===== src/rtl/result_collector.sv =====
// Collects result records into ping-pong RAM banks and hands each
// closed bank to the copy engine with its offset, size and host address.
module result_collector #(
    parameter int ADDR_WIDTH = 10,
    parameter int DATA_WIDTH = 64
) (
    input  logic                  clk,
    input  logic                  reset,
    input  logic                  start,
    input  logic [63:0]           base_addr,
    input  logic                  s_valid,
    output logic                  s_ready,
    input  logic [DATA_WIDTH-1:0] s_data,
    input  logic                  s_last,
    input  logic                  flush,
    output logic                  ram_we,
    output logic [ADDR_WIDTH-1:0] ram_addr,
    output logic [DATA_WIDTH-1:0] ram_din,
    output logic                  copy_kick,
    input  logic                  copy_busy,
    output logic [31:0]           copy_offset,
    output logic [31:0]           copy_words,
    output logic [63:0]           copy_memory_addr,
    output logic [31:0]           words_total,
    output logic                  done
);

    localparam int BANK_WORDS = 2**(ADDR_WIDTH-1);
    localparam logic [ADDR_WIDTH-1:0] BANK_FULL = ADDR_WIDTH'(BANK_WORDS);

    typedef enum logic [1:0] {
        IDLE,
        KICK,
        WAIT_HI,
        WAIT_LO
    } state_t;

    state_t state;
    state_t state_nx;

    logic                  up;
    logic                  wb;
    logic                  rb;
    logic                  last_seen;
    logic [1:0]            pend;
    logic [1:0]            pend_set;
    logic [1:0]            pend_clr;
    logic [ADDR_WIDTH-1:0] fill;
    logic [ADDR_WIDTH-1:0] fill_nx;
    logic [ADDR_WIDTH-1:0] bank_cnt [2];
    logic                  accept;
    logic                  close;
    logic                  pop;
    logic                  start_ok;
    logic                  kick_go;

    // A bank is writable only when it is neither queued nor being copied.
    assign s_ready  = up && !pend[wb] && !last_seen;
    assign accept   = s_valid && s_ready;
    assign fill_nx  = fill + ADDR_WIDTH'(accept);
    assign close    = (accept && (fill_nx == BANK_FULL || s_last))
                    || (flush && fill_nx != '0);
    assign pop      = (state == WAIT_LO) && !copy_busy;
    assign start_ok = start && (state == IDLE) && (pend == 2'b00);
    assign kick_go  = (state == IDLE) && (state_nx == KICK);

    assign copy_kick = (state == KICK);
    assign pend_set  = close ? (wb ? 2'b10 : 2'b01) : 2'b00;
    assign pend_clr  = pop ? (rb ? 2'b10 : 2'b01) : 2'b00;

    always_comb begin
        state_nx = state;
        case (state)
            IDLE:    if (pend[rb] && !copy_busy) state_nx = KICK;
            KICK:    state_nx = WAIT_HI;
            WAIT_HI: if (copy_busy) state_nx = WAIT_LO;
            WAIT_LO: if (!copy_busy) state_nx = IDLE;
            default: state_nx = IDLE;
        endcase
    end

    always_ff @(posedge clk or posedge reset) begin
        if (reset) begin
            state <= IDLE;
            up    <= 1'b0;
        end else begin
            state <= state_nx;
            up    <= 1'b1;
        end
    end

    always_ff @(posedge clk or posedge reset) begin
        if (reset) begin
            wb          <= 1'b0;
            fill        <= '0;
            pend        <= 2'b00;
            bank_cnt[0] <= '0;
            bank_cnt[1] <= '0;
            ram_we      <= 1'b0;
            ram_addr    <= '0;
            ram_din     <= '0;
        end else begin
            pend   <= (pend | pend_set) & ~pend_clr;
            ram_we <= accept;
            if (accept) begin
                ram_addr <= {wb, fill[ADDR_WIDTH-2:0]};
                ram_din  <= s_data;
            end
            if (close) begin
                bank_cnt[wb] <= fill_nx;
                wb           <= ~wb;
                fill         <= '0;
            end else if (accept) begin
                fill <= fill_nx;
            end
        end
    end

    always_ff @(posedge clk or posedge reset) begin
        if (reset) begin
            rb               <= 1'b0;
            last_seen        <= 1'b0;
            done             <= 1'b0;
            copy_offset      <= '0;
            copy_words       <= '0;
            copy_memory_addr <= '0;
            words_total      <= '0;
        end else begin
            if (start_ok) begin
                copy_memory_addr <= base_addr;
                words_total      <= '0;
                done             <= 1'b0;
                last_seen        <= 1'b0;
            end
            if (accept && s_last)
                last_seen <= 1'b1;
            if (kick_go) begin
                copy_offset <= rb ? 32'(BANK_WORDS) : 32'd0;
                copy_words  <= 32'(bank_cnt[rb]);
            end
            if (pop) begin
                rb               <= ~rb;
                copy_memory_addr <= copy_memory_addr + (64'(copy_words) << 3);
                words_total      <= words_total + copy_words;
                // Done only once nothing is left queued or about to be queued.
                if (last_seen && !pend[!rb] && !close)
                    done <= 1'b1;
            end
        end
    end

endmodule

===== config.mk =====
export PLATFORM = sky130hd
export DESIGN_NAME = result_collector
export DESIGN_NICKNAME = d
export VERILOG_FILES = /design/src/rtl/result_collector.sv
export SDC_FILE = /design/constraint.sdc
export NUM_CORES = 1
export LEC_CHECK = 0
export CORE_MARGIN = 2
export CORE_UTILIZATION = 47
export DETAILED_ROUTE_END_ITERATION = 8
export PLACE_DENSITY = 0.79
export SLEW_MARGIN = 20
export SYNTH_ARGS = -nofsm -noshare
export SYNTH_HDL_FRONTEND = slang
export SYNTH_SLANG_ARGS = --single-unit
export TNS_END_PERCENT = 20

===== constraint.sdc =====
create_clock -name clk -period 10.44 [get_ports clk]
set_input_delay 2.088 -clock clk [delete_from_list [all_inputs] [get_ports clk]]
set_output_delay 2.088 -clock clk [all_outputs]
set_load 0.02 [all_outputs]

==> results.json <==
{
  "finalSetupViolCount": 0,
  "worstSkewPairLatency_ps": 520,
  "syn_avg_cell_area_um2": 10.2,
  "final_cells": 1769,
  "numPortBuffers": 319,
  "relSlewSlack": 0.316,
  "r2r_slack_ps": 6180,
  "antenna_found_initial": 2,
  "fin_crit_ps": 5500,
  "seq_area_um2": 5530,
  "synth-edff-count": 0,
  "yosysSeqAreaShare": 0.479,
  "clk_pin_slew_ps": 60,
  "switching_share": 0.395,
  "initial_utilization": 0.477,
  "fin_nets": 1585,
  "grt_max_degree": 112,
  "place_congestion": 0.848,
  "p_leak_nw": 6.85,
  "worstReg2RegEnd": "bank_cnt[19]",
  "wl_met1_mm": 12.9,
  "synth_flop_cell": "dfrtp_1",
  "synth-seq-cells": 221,
  "num_vias": 9874,
  "syn2layout_area_growth_pct": 35.6,
  "cts_resized": 0,
  "critPathCaptureType": "register",
  "place_inst": 1723,
  "met2_length_mm": 17.4,
  "report.final.slew_viol_count": 0,
  "ys_types": 72,
  "coreArea_um2": 24200,
  "wl_met3_mm": 3.42,
  "cts_made_buffers": 25,
  "layout-drive-gt1-share": 0.113,
  "antenna_left": 0,
  "setup_tns_ps": 0,
  "num_rows": 57,
  "hold_start": "copy_memory_addr[1]",
  "switching_power_mw": 1.78,
  "hold_path_class": "reg -> reg",
  "startpoint_type": "input pin",
  "first_pass_iters": 5,
  "combPwrFrac": 0.464,
  "die_h_um": 161,
  "rsz0062_at_grt": "no",
  "reg2regPathDepth": 12,
  "rr_startpoint": "wb",
  "die_x_um": 161,
  "synth_area_um2": 11600,
  "syn_inst": 1134,
  "final_hold_viol_count": 0,
  "cts_tree": "built",
  "cts_htree_levels": 1,
  "p_seq_frac": 0.325,
  "track_usage": 0.265,
  "dp_hpwl_mm": 24.7,
  "cp.arrival_ps": 5910,
  "max_freq_mhz": 182,
  "grt.overflow.total": 0,
  "peakVddDrop_mv": 0.208,
  "wl_per_cell_um": 19.6,
  "wl_mm": 34.7,
  "fill_cells": 1948,
  "internal-power_mw": 2.72,
  "ys_warn_count": 0,
  "worstPathRequired_ps": 10850,
  "cts_root_buffer": "clkbuf_16",
  "power_frac_clock": 0.211,
  "grt_pass1_wl_mm": 54.7,
  "drc": 0,
  "clock_sinks": 221,
  "fin_crit_sh": 0.527,
  "total_power_mw": 4.49,
  "pwr_density_cell_nw_per_um2": 287,
  "multi_input_area_um2": 5500,
  "highest-signal-layer": "met4",
  "min_delay_path_depth": 2,
  "drt_iter0_drc": 710,
  "grt_pass1_vias": 9941,
  "async_reset_ff_frac": 1.00,
  "ctsLongestPathBuffers": 3,
  "whs_endpoint": "copy_memory_addr[1]",
  "via_per_inst": 5.58,
  "maxCapViolations": 0,
  "status": "complete, no violations",
  "io_pins": 373,
  "crit_type": "in -> reg",
  "worstMarginPinSlew_ps": 1030,
  "fin_skew_ps": 12.7,
  "holdBufCountCts": 0,
  "post_cts.repair.setup_buffers": 0,
  "worst-path-max-fanout": 13,
  "design.die.area_um2": 25900
}
-- per-layer routing --
metal	up-vias	track usage
met5	-	0
met4	0	0.0710
met3	63	0.0764
met2	464	0.469
met1	4777	0.315
li1	4570	-
-- area by class of cell --
class / count / area share
timing repair buffer: 328 / 0.208
clock inverter: 11 / 0.00990
inverter: 19 / 0.00503
antenna: 1 / 0.000160
sequential: 221 / 0.353
tap: 324 / 0.0259
clock buffer: 34 / 0.0472
multi-input combinational: 831 / 0.351
-- critical path, stage by stage --
cell and delay [ps]:
clkdlybuf4s50_1 450, nand3_1 100, or2_2 350, inv_2 70, ha_1 170, ha_1 290
nand2_1 120, xor2_1 150, a31oi_1 100, or4_4 590, o211ai_2 520, nor2b_4 520
mux2_2 380
-- synthesized netlist by cell type (4+ instances only) --
cell,instances,area share
a21o_1,10,0.0065
a21oi_1,51,0.022
a221o_1,7,0.0061
a22oi_1,15,0.0097
a31oi_1,11,0.0060
a32oi_1,8,0.0061
and2_1,8,0.0043
and3_1,29,0.016
and4_1,6,0.0045
buf_1,8,0.0026
buf_2,6,0.0026
buf_4,55,0.036
clkbuf_1,43,0.014
dfrtp_1,221,0.48
ha_1,22,0.024
inv_1,19,0.0062
mux2_1,8,0.0078
mux2_2,78,0.076
mux2_4,9,0.012
mux2i_1,22,0.019
nand2_1,121,0.039
nand2b_1,4,0.0022
nand3_1,56,0.024
nand4_1,15,0.0081
nor2_1,65,0.021
nor2b_1,8,0.0043
nor3_1,11,0.0048
nor4_1,5,0.0027
o211ai_1,13,0.0084
o21ai_0,75,0.032
o21bai_1,4,0.0026
o311ai_0,12,0.0091
o31ai_1,10,0.0065
or2_2,5,0.0027
or3_1,5,0.0027
xnor2_1,16,0.012
xor2_1,25,0.019
-- layout by cell type (no fill, tap or decap), types with 6 or more instances in the layout --
master and instances:
nand4_1 15, inv_1 17, mux2_2 78, a22oi_1 15, clkbuf_16 25, a21o_1 10, xor2_1 25, o211ai_1 13
buf_4 9, ha_1 22, conb_1 54, nand2_1 120, o31ai_1 10, nor2b_1 8, a32oi_1 8, mux2_4 9
a221o_1 7, clkdlybuf4s50_1 319, clkbuf_8 8, nor2_1 63, clkinv_2 7, nand3_1 56, nor3_1 11, xnor2_1 16
mux2_1 8, and2_1 7, mux2i_1 22, a21oi_1 51, dfrtp_1 221, and3_1 29, and4_1 6, o311ai_0 12
a31oi_1 11, o21ai_0 75
-- logic make-up (layout without fill, tap and decap cells) --
kind of cell               after synthesis  in the layout  share of synthesized area
and+or+nand+nor                        351            351                      0.147
adders and majority gates               24             24                     0.0273
buffers and inverters                  134            392                     0.0640
DFF                                    221            221                      0.479
muxes                                  117            117                      0.115
other                                    2             55                   0.000650
AOI/OAI and AO/OA                      244            244                      0.137
xor gates and xnor gates                41             41                     0.0311
-- metrics by stage --
step	utilization	setup WS, ps	area, um^2	hold slack, ps
5_1_grt	0.646	4740	15700	501
3_5_place_dp	0.609	4400	14800	466
3_3_place_gp	0.609	4460	14800	463
2_1_floorplan	-	2300	11800	458
6_report	0.646	4940	15700	476
4_1_cts	0.646	4940	15700	485
-- power by group through the flow --
stage / registers, mW / clock network (mW) / logic, mW
2_1_floorplan: 1.71 / 0 / 0.919
3_3_place_gp: 1.45 / 0 / 2.04
3_5_place_dp: 1.47 / 0 / 2.08
4_1_cts: 1.46 / 0.965 / 2.09
5_1_grt: 1.50 / 1.00 / 2.24
6_report: 1.46 / 0.949 / 2.08
-- sequential cells by signal, summed over array words and instances (netlist names), 2 cells and up --
signal	cells
pend	2
copy_memory_addr	64
words_total	32
ram_din	64
copy_words	10
fill	10
ram_addr	10
state	2
bank_cnt	20
-- worst max path at each step --
stage | startpoint | end | slack (ps) | depth (start not counted)
after detailed placement | s_valid | bank_cnt[19] | 4400 | 13
after CTS | s_valid | bank_cnt[19] | 4940 | 13
after global placement | s_valid | bank_cnt[19] | 4460 | 13
after floorplan | reset | bank_cnt[0] | 2300 | 1
final | s_valid | bank_cnt[19] | 4940 | 13
after global routing | s_valid | bank_cnt[19] | 4740 | 13
(Power assumes the default switching activity.)
